File: config.mk
export PLATFORM = sky130hd
export DESIGN_NAME = matrix_scan_driver_flat
export DESIGN_NICKNAME = d
export VERILOG_FILES = /design/src/rtl/matrix_scan_driver_if.sv /design/src/rtl/matrix_scan_driver.sv /design/src/flat_wrapper.sv
export SDC_FILE = /design/constraint.sdc
export NUM_CORES = 1
export LEC_CHECK = 0
export ABC_AREA = 1
export CORE_ASPECT_RATIO = 0.9
export CORE_MARGIN = 3
export CORE_UTILIZATION = 40
export CTS_CLUSTER_DIAMETER = 40
export DETAILED_ROUTE_END_ITERATION = 7
export GPL_ROUTABILITY_DRIVEN = 1
export PLACE_DENSITY = 0.71
export SLEW_MARGIN = 20
export SYNTH_ARGS = -nofsm -noshare
export SYNTH_HDL_FRONTEND = slang
export SYNTH_SLANG_ARGS = --single-unit
File: constraint.sdc
create_clock -name CLK -period 4.8 [get_ports CLK]
set_input_delay 0.72 -clock CLK [delete_from_list [all_inputs] [get_ports CLK]]
set_output_delay 0.72 -clock CLK [all_outputs]
set_load 0.01 [all_outputs]
File: src/rtl/matrix_scan_driver_if.sv
// rtl/matrix_scan_driver_if.sv - frame inputs and serial/row scan outputs of matrix_scan_driver
interface matrix_scan_driver_if #(
  parameter int ROWS = 8,
  parameter int COLS = 8
);
  logic                 en;
  logic                 blink_en;
  logic [ROWS*COLS-1:0] red;
  logic [ROWS*COLS-1:0] blue;
  logic                 oe;
  logic                 SH_CP;
  logic                 ST_CP;
  logic                 sr_clr_n;
  logic                 DS;
  logic [ROWS-1:0]      CAT;
  logic                 frame_done;
  logic                 busy;

  modport master (
    output en, blink_en, red, blue,
    input  oe, SH_CP, ST_CP, sr_clr_n, DS, CAT, frame_done, busy
  );

  modport slave (
    input  en, blink_en, red, blue,
    output oe, SH_CP, ST_CP, sr_clr_n, DS, CAT, frame_done, busy
  );
endinterface

File: src/rtl/matrix_scan_driver.sv
// rtl/matrix_scan_driver.sv - two-colour LED matrix scanner driving 74HC595-style column chains
// and one-hot cathode rows, with frame-level shadowing and blink blanking.
module matrix_scan_driver #(
  parameter int ROWS         = 8,
  parameter int COLS         = 8,
  parameter int DIV          = 1,
  parameter int HOLD         = 64,
  parameter int BLINK_FRAMES = 32
) (
  input  logic                  CLK,
  input  logic                  res,
  matrix_scan_driver_if.slave   bus
);

  localparam int TMAX = (DIV > HOLD) ? DIV : HOLD;
  localparam int TW   = $clog2(TMAX + 1);
  localparam int BW   = $clog2(2 * COLS);
  localparam int RW   = $clog2(ROWS);
  localparam int FW   = $clog2(BLINK_FRAMES + 1);

  typedef enum logic [2:0] {
    S_IDLE, S_SNAP, S_SHIFT_LO, S_SHIFT_HI, S_LATCH, S_DISPLAY
  } state_t;

  state_t            r_state;
  logic [TW-1:0]     r_tmr;
  logic [BW-1:0]     r_bit;
  logic [RW-1:0]     r_row;
  logic [FW-1:0]     r_fcnt;
  logic              r_phase;
  logic              r_frame_done;
  logic [COLS-1:0]   r_red_sh  [ROWS];
  logic [COLS-1:0]   r_blue_sh [ROWS];

  state_t            w_state_nxt;
  logic [TW-1:0]     w_tmr_lim;
  logic              w_tmr_done;
  logic              w_bit_last;
  logic              w_row_last;
  logic              w_frame_end;
  logic [2*COLS-1:0] w_seq;
  logic [COLS-1:0]   w_row_red;
  logic [COLS-1:0]   w_row_blue;

  // Current row laid out in shift order: blue MSB..LSB, then red MSB..LSB.
  always_comb begin
    w_row_red  = r_red_sh[r_row];
    w_row_blue = r_blue_sh[r_row];
    w_seq      = '0;
    for (int j = 0; j < COLS; j++) begin
      w_seq[j]        = w_row_blue[COLS-1-j];
      w_seq[COLS + j] = w_row_red[COLS-1-j];
    end
  end

  always_comb begin
    w_tmr_lim   = (r_state == S_DISPLAY) ? TW'(HOLD - 1) : TW'(DIV - 1);
    w_tmr_done  = (r_tmr == w_tmr_lim);
    w_bit_last  = (r_bit == BW'(2 * COLS - 1));
    w_row_last  = (r_row == RW'(ROWS - 1));
    w_frame_end = 1'b0;
    w_state_nxt = r_state;
    case (r_state)
      S_IDLE:     if (bus.en) w_state_nxt = S_SNAP;
      S_SNAP:     w_state_nxt = S_SHIFT_LO;
      S_SHIFT_LO: if (w_tmr_done) w_state_nxt = S_SHIFT_HI;
      S_SHIFT_HI: if (w_tmr_done) w_state_nxt = w_bit_last ? S_LATCH : S_SHIFT_LO;
      S_LATCH:    if (w_tmr_done) w_state_nxt = S_DISPLAY;
      S_DISPLAY: begin
        if (w_tmr_done) begin
          if (w_row_last) begin
            w_frame_end = 1'b1;
            w_state_nxt = bus.en ? S_SNAP : S_IDLE;
          end else begin
            w_state_nxt = S_SHIFT_LO;
          end
        end
      end
      default:    w_state_nxt = S_IDLE;
    endcase
  end

  always_comb begin
    bus.oe       = 1'b1;
    bus.CAT      = '0;
    bus.SH_CP    = 1'b0;
    bus.ST_CP    = 1'b0;
    bus.DS       = 1'b0;
    bus.sr_clr_n = (r_state != S_IDLE);
    bus.busy     = (r_state != S_IDLE);
    case (r_state)
      S_SHIFT_LO: bus.DS = w_seq[r_bit];
      S_SHIFT_HI: begin
        bus.DS    = w_seq[r_bit];
        bus.SH_CP = 1'b1;
      end
      S_LATCH:    bus.ST_CP = 1'b1;
      S_DISPLAY: begin
        bus.CAT = ROWS'(1) << r_row;
        bus.oe  = bus.blink_en & r_phase;
      end
      default:    ;
    endcase
  end

  assign bus.frame_done = r_frame_done;

  always_ff @(posedge CLK) begin
    if (res) begin
      r_state      <= S_IDLE;
      r_tmr        <= '0;
      r_bit        <= '0;
      r_row        <= '0;
      r_fcnt       <= '0;
      r_phase      <= 1'b0;
      r_frame_done <= 1'b0;
      for (int i = 0; i < ROWS; i++) begin
        r_red_sh[i]  <= '0;
        r_blue_sh[i] <= '0;
      end
    end else begin
      r_state      <= w_state_nxt;
      r_frame_done <= w_frame_end;

      if (w_state_nxt != r_state || r_state == S_IDLE || r_state == S_SNAP)
        r_tmr <= '0;
      else
        r_tmr <= r_tmr + TW'(1);

      if (r_state == S_SNAP) begin
        r_row <= '0;
        r_bit <= '0;
        for (int i = 0; i < ROWS; i++) begin
          r_red_sh[i]  <= bus.red[i*COLS +: COLS];
          r_blue_sh[i] <= bus.blue[i*COLS +: COLS];
        end
      end else if (r_state == S_SHIFT_HI && w_tmr_done && !w_bit_last) begin
        r_bit <= r_bit + BW'(1);
      end else if (r_state == S_DISPLAY && w_tmr_done && !w_row_last) begin
        r_row <= r_row + RW'(1);
        r_bit <= '0;
      end

      // Blink phase flips every BLINK_FRAMES completed frames.
      if (!bus.blink_en) begin
        r_fcnt  <= '0;
        r_phase <= 1'b0;
      end else if (w_frame_end) begin
        if (r_fcnt == FW'(BLINK_FRAMES - 1)) begin
          r_fcnt  <= '0;
          r_phase <= ~r_phase;
        end else begin
          r_fcnt <= r_fcnt + FW'(1);
        end
      end
    end
  end

endmodule
File: src/flat_wrapper.sv
// flat-port wrapper written by rule: the top's interface ports become plain ports
module matrix_scan_driver_flat 
#(
  parameter int ROWS         = 8,
  parameter int COLS         = 8,
  parameter int DIV          = 1,
  parameter int HOLD         = 64,
  parameter int BLINK_FRAMES = 32
)
  (CLK, res, bus_en, bus_blink_en, bus_red, bus_blue, bus_oe, bus_SH_CP, bus_ST_CP, bus_sr_clr_n, bus_DS, bus_CAT, bus_frame_done, bus_busy);
  matrix_scan_driver_if #(.ROWS(ROWS), .COLS(COLS)) bus_i ();
  input  logic CLK;
  input  logic res;
  input wire logic [$bits(bus_i.en)-1:0] bus_en;
  input wire logic [$bits(bus_i.blink_en)-1:0] bus_blink_en;
  input wire logic [$bits(bus_i.red)-1:0] bus_red;
  input wire logic [$bits(bus_i.blue)-1:0] bus_blue;
  output wire logic [$bits(bus_i.oe)-1:0] bus_oe;
  output wire logic [$bits(bus_i.SH_CP)-1:0] bus_SH_CP;
  output wire logic [$bits(bus_i.ST_CP)-1:0] bus_ST_CP;
  output wire logic [$bits(bus_i.sr_clr_n)-1:0] bus_sr_clr_n;
  output wire logic [$bits(bus_i.DS)-1:0] bus_DS;
  output wire logic [$bits(bus_i.CAT)-1:0] bus_CAT;
  output wire logic [$bits(bus_i.frame_done)-1:0] bus_frame_done;
  output wire logic [$bits(bus_i.busy)-1:0] bus_busy;
  assign bus_i.en = bus_en;
  assign bus_i.blink_en = bus_blink_en;
  assign bus_i.red = bus_red;
  assign bus_i.blue = bus_blue;
  assign bus_oe = bus_i.oe;
  assign bus_SH_CP = bus_i.SH_CP;
  assign bus_ST_CP = bus_i.ST_CP;
  assign bus_sr_clr_n = bus_i.sr_clr_n;
  assign bus_DS = bus_i.DS;
  assign bus_CAT = bus_i.CAT;
  assign bus_frame_done = bus_i.frame_done;
  assign bus_busy = bus_i.busy;
  matrix_scan_driver #(.ROWS(ROWS), .COLS(COLS), .DIV(DIV), .HOLD(HOLD), .BLINK_FRAMES(BLINK_FRAMES)) u_core (.CLK(CLK), .res(res), .bus(bus_i));
endmodule
# Yosys cells after proc, flatten, opt, wreduce, memory -nomap -nowiden
# Memories as Yosys holds them, arrays and structs flattened. A register that Yosys moved wholly into a read port is not among the register bits.
# Cells that the tools add are included.
[classes] n_addsub=4 n_lt_le_gt_ge=1 eq_ne=10 shift=1 muxes=48 n_bitwise=20 reduce_logical=17
[op_table] cell="$mux 8" count=17
[op_table] cell="$mux 3" count=11
[op_table] cell="$pmux 3 s6" count=1
[op_table] cell="$or 1x1->1" count=16
[op_table] cell="$mux 1" count=14
[op_table] cell="$mux 6" count=2
[op_table] cell="$eq 3x3->1 const B" count=3
[op_table] cell="$mux 4" count=2
[op_table] cell="$reduce_or 2->1" count=4
[op_table] cell="$shl 1x3->8 const A" count=1
[op_table] cell="$add 7x1->7 const B" count=1
[op_table] cell="$eq 7x7->1" count=1
[op_table] cell="$add 6x1->6 const B" count=1
[op_table] cell="$eq 3x2->1 const B" count=2
[op_table] cell="$eq 6x5->1 const B" count=1
[op_table] cell="$lt 4x5->1 const B" count=1
[op_table] cell="$add 4x1->4 const B" count=1
[op_table] cell="$bmux 1 s4" count=1
[op_table] cell="$eq 4x4->1 const B" count=1
[op_table] cell="$logic_and 1x1->1" count=4
[op_table] cell="$reduce_and 2->1" count=2
[op_table] cell="$add 3x1->3 const B" count=1
[op_table] cell="$eq 3x1->1 const B" count=1
[op_table] cell="$logic_not 3->1" count=1
[op_table] cell="7 further kinds" count=11
[totals] regBits=25 ramBits=128 inputBits=132 out_inout_bits=15 elab_cells=110 n_memories=2
[memory_table] memory="u_core.r_blue_sh" words=8 width=8 rd=1 rd_clocked_by_memory_dff=1 write_ports=8 line="matrix_scan_driver.sv:33" text="logic [COLS-1:0] r_blue_sh [ROWS];"
[memory_table] memory="u_core.r_red_sh" words=8 width=8 rd=1 rd_clocked_by_memory_dff=1 write_ports=8 line="matrix_scan_driver.sv:32" text="logic [COLS-1:0] r_red_sh [ROWS];"

# Depth between registers and ports, before layout
[logic_depth] word_depth=9 ltp_mapped=12 mapped_depth_nobuf=12

# Worst setup path after synthesis
# OpenSTA, ideal clock, no wires.
[synth_timing] kind="register to register" start="reg u_core.r_state[0]" end="reg u_core.r_bit[2]" setup_ns=0.124 t_arrival_ns=4.211 required_time_ns=4.676 setup_slack_ns=0.465 stages_incl_launch_ff=9 n_path_buf=0 synth_period_minus_slack_ns=4.335 cell_sequence="dfxtp_1 -> inv_1 -> nor3_1 -> inv_1 -> nand2_1 -> inv_1 -> nand2_1 -> o21bai_1 -> a21oi_1"
[synth_between] elab_chain_cells=6 elab_cells_between_ends=12 cone_classes="eq/ne: 4; mux: 2; reduce/logical: 6"
[synth_rtl] element="from (decl)" line="matrix_scan_driver.sv:25" text="state_t r_state;"
[synth_rtl] element="from (signal assigned)" line="matrix_scan_driver.sv:122" text="r_state <= w_state_nxt;"
[synth_rtl] element="$eq 3x3->1" line="matrix_scan_driver.sv:57, matrix_scan_driver.sv:139"
[synth_rtl] element="$mux 6" line="matrix_scan_driver.sv:57" text="w_tmr_lim = (r_state == S_DISPLAY) ? TW'(HOLD - 1) : TW'(DIV - 1);"
[synth_rtl] element="$eq 7x7->1" line="matrix_scan_driver.sv:58" text="w_tmr_done = (r_tmr == w_tmr_lim);"
[synth_rtl] element="$logic_and 1x1->1, on equally long branches (2 in a row)" line="matrix_scan_driver.sv:137, matrix_scan_driver.sv:139"
[synth_rtl] element="$mux 4 or $reduce_bool 2->1 (tied branches)"
[synth_rtl] element="to (signal assigned)" line="matrix_scan_driver.sv:138" text="r_bit <= r_bit + BW'(1);"
[synth_rtl] element="to (decl)" line="matrix_scan_driver.sv:27" text="logic [BW-1:0] r_bit;"
# Parallel ways exist; a longest one is shown, timed or not.
# A chain may end at the register's enable or synchronous reset.

==> flow_summary.json <==
{
  "outcome": "finished clean",
  "ys_top_cells_by_area": "edfxtp_1 50%, nand2_1 8.8%, nand3_1 8.5%",
  "crit_path_top_delay_cell": "clkdlybuf4s50_1",
  "avgViaCountPerCell": 4.67,
  "worst_pin_slew_ns": 1.01,
  "io-pin-count": 147,
  "worstPathCellList": "buf_4 -> inv_1 -> nand3_1 -> nand3_1 -> nand3_1 -> nand2_1 -> nand2_1 -> nand3_1 -> nand3_1 -> nand2_1 -> nor2_1 -> clkdlybuf4s50_1",
  "cp_common_cell": "nand3_1",
  "end_kind": "output port",
  "post-route-min-period_ns": 3.91,
  "cts_num_sinks": 156,
  "wl_per_cell_um": 14.0,
  "track_usage": 0.173,
  "p_per_area_mw_per_mm2": 351,
  "htreeDepth": 4,
  "fp.dieH_um": 138,
  "cts_buffers": 17,
  "cts-root-buf": "clkbuf_16",
  "max_slew_margin": 0.329,
  "synthCells": 899,
  "whs_ns": 0.511,
  "cts_resized": 0,
  "diodes": 0,
  "wl_um": 18000,
  "power_leakage_nw": 4.28,
  "drc": 0,
  "grt_pass1_wl_um": 28800,
  "hpwl_um": 12300,
  "layout.nets": 1170,
  "ys_ff_latch": 156,
  "antenna_found_initial": 0,
  "clkLatencyLatePin_ns": 0.42,
  "post-route-util": 0.530,
  "cts.clk_slew.worst_paths_ns": 0.06,
  "ir_drop_v": 0.000212,
  "post_route_cells_drive_above_1_share": 0.0596,
  "min_path_type": "reg2reg",
  "setup_viol": 0,
  "cts_tree": "built",
  "dieWidth_um": 152,
  "finalHoldViolCount": 0,
  "synth_edf_count": 128,
  "cp_max_fo": 33,
  "synth_area_per_cell_sq_um": 8.56,
  "cp.required_ns": 4.08,
  "r2r_start": "u_core.r_state[0]",
  "hold_path_startpoint": "u_core.r_fcnt[4]",
  "row_count": 47,
  "holdPathEnd": "u_core.r_fcnt[4]",
  "io_buffers": 146,
  "synthesis.area_sq_mm": 0.00769,
  "postCtsHoldBufs": 0,
  "grt_pass1_vias": 5635,
  "num_vias": 6003,
  "rsz0062_at_grt": "false",
  "synthArstFlopShare": 0,
  "synth_top_area_cell": "edfxtp_1",
  "clockBufferDepth": 2,
  "whs_path_depth": 2,
  "setup_tns_ns": 0,
  "syn_nets": 1040,
  "core_sq_mm": 0.0186,
  "synth_top_area_share": 0.500,
  "fmax_ghz": 0.256,
  "slew_viol_final": 0,
  "ant_nets": 0,
  "grt_max_degree": 97,
  "drtIter0Drc": 516,
  "dieArea_sq_mm": 0.0209,
  "skew_ns": 0.00517,
  "gp_congestion": 0.853,
  "rr_endpoint": "u_core.r_blue_sh[6][1]",
  "post_cts_buffers": 0,
  "startpoint_type": "flop",
  "max_stage_delay_ns": 0.62,
  "cap_violations": 0,
  "area_growth_syn_to_layout_pct": 28.5,
  "synth_cell_types": 31,
  "grt.overflow.total": 0,
  "seq_area_frac_synth": 0.573,
  "yosysWarnings": 0,
  "r2r_cells": 5,
  "yosys_most_used_dff": "edfxtp_1",
  "rrSetupSlack_ns": 2.35,
  "worstPathArrival_ns": 3.19,
  "first_pass_iters": 5,
  "fin_crit_sh": 0.815,
  "critPathKind": "reg2out",
  "initial_utilization": 0.413
}
==> per-stage QoR <==
| stage | std cells | power [mW] | area, sq um | worst slack [ns] |
|---|---|---|---|---|
| 6_report | 1286 | 3.47 | 9880 | 0.890 |
| 3_3_place_gp | 1255 | 2.26 | 9340 | 1.47 |
| 2_1_floorplan | 899 | 2.05 | 7690 | 0.465 |
| 4_1_cts | 1286 | 3.49 | 9880 | 0.894 |
| 3_5_place_dp | 1255 | 2.26 | 9340 | 1.36 |
| 5_1_grt | 1286 | 3.62 | 9880 | 0.687 |
==> worst max path at each step <==
stage	start	to	slack [ns]	depth (start not counted)
CTS	flop	bus_DS	0.89	12
global route	flop	bus_DS	0.69	12
floorplan	u_core.r_state[0]	u_core.r_bit[2]	0.46	8
detailed placement	flop	bus_DS	1.36	12
global placement	flop	bus_DS	1.47	12
finish	flop	bus_DS	0.89	12
==> kinds of logic after synthesis <==
kind of cell	count (synthesis)	share of synthesized area
fa+ha+maj	9	0.0146
flops	156	0.573
simple gates	502	0.286
xor+xnor	8	0.00911
buf+inv	205	0.104
compound gates	19	0.0137
==> sequential cells by signal, summed over array words and instances, names as in the netlist, named ones only <==
| register | flops |
|---|---|
| u_core.r_row | 3 |
| u_core.r_phase | 1 |
| u_core.r_red_sh | 64 |
| u_core.r_tmr | 7 |
| u_core.bus.frame_done | 1 |
| u_core.r_blue_sh | 64 |
| u_core.r_state | 3 |
| u_core.r_fcnt | 6 |
| u_core.r_bit | 4 |
==> power breakdown <==
part	leakage (nW)	switching [mW]	internal [mW]
combinational	2.47	0.299	0.215
clock	0.247	0.519	0.712
sequential	1.57	0.0587	1.66
==> layer usage <==
metal,wire length (um),track usage
met5,0,0
met4,187,0.0384
met3,1100,0.0440
met2,8640,0.288
met1,8070,0.230
==> final cells by class <==
type	count	area, sq um
clock buffers	22	444
clock inverters	9	92.6
fillers	1692	8760
inverters	165	621
multi-input cells	538	2500
flip-flops and latches	156	4410
well taps	245	307
repair buffers	151	1510
==> cells in the final DEF (no fill, tap or decap), drive strengths merged, types with 9 or more instances in the layout <==
master         Yosys  final
inv              164    164
edfxtp           128    128
nand2            185    185
a21oi             10     10
clkdlybuf4s50      0    146
ha                 9      9
nor2             158    158
dfxtp             28     28
nand3            136    136
nor3              18     18
clkbuf            18     22
==> worst max-delay path, delay by kind of cell (launching register included) <==
kind	cells	cell delay [ns]
buffers and inverters	3	1.52
DFF	1	0.31
and+or+nand+nor	9	0.93
==> cells in the mapped netlist, types with 2 or more instances <==
| library cell | number |
|---|---|
| a21oi_1 | 10 |
| buf_2 | 19 |
| buf_4 | 2 |
| clkbuf_1 | 18 |
| dfxtp_1 | 28 |
| edfxtp_1 | 128 |
| ha_1 | 9 |
| inv_1 | 159 |
| inv_2 | 5 |
| nand2_1 | 180 |
| nand2_2 | 4 |
| nand3_1 | 130 |
| nand3_2 | 5 |
| nand3b_1 | 2 |
| nor2_1 | 156 |
| nor2_2 | 2 |
| nor3_1 | 10 |
| nor3_2 | 8 |
| o211ai_1 | 2 |
| o21ai_0 | 5 |
| xnor2_1 | 3 |
| xor2_1 | 5 |
Note: power is estimated with default switching activity, not from simulation.
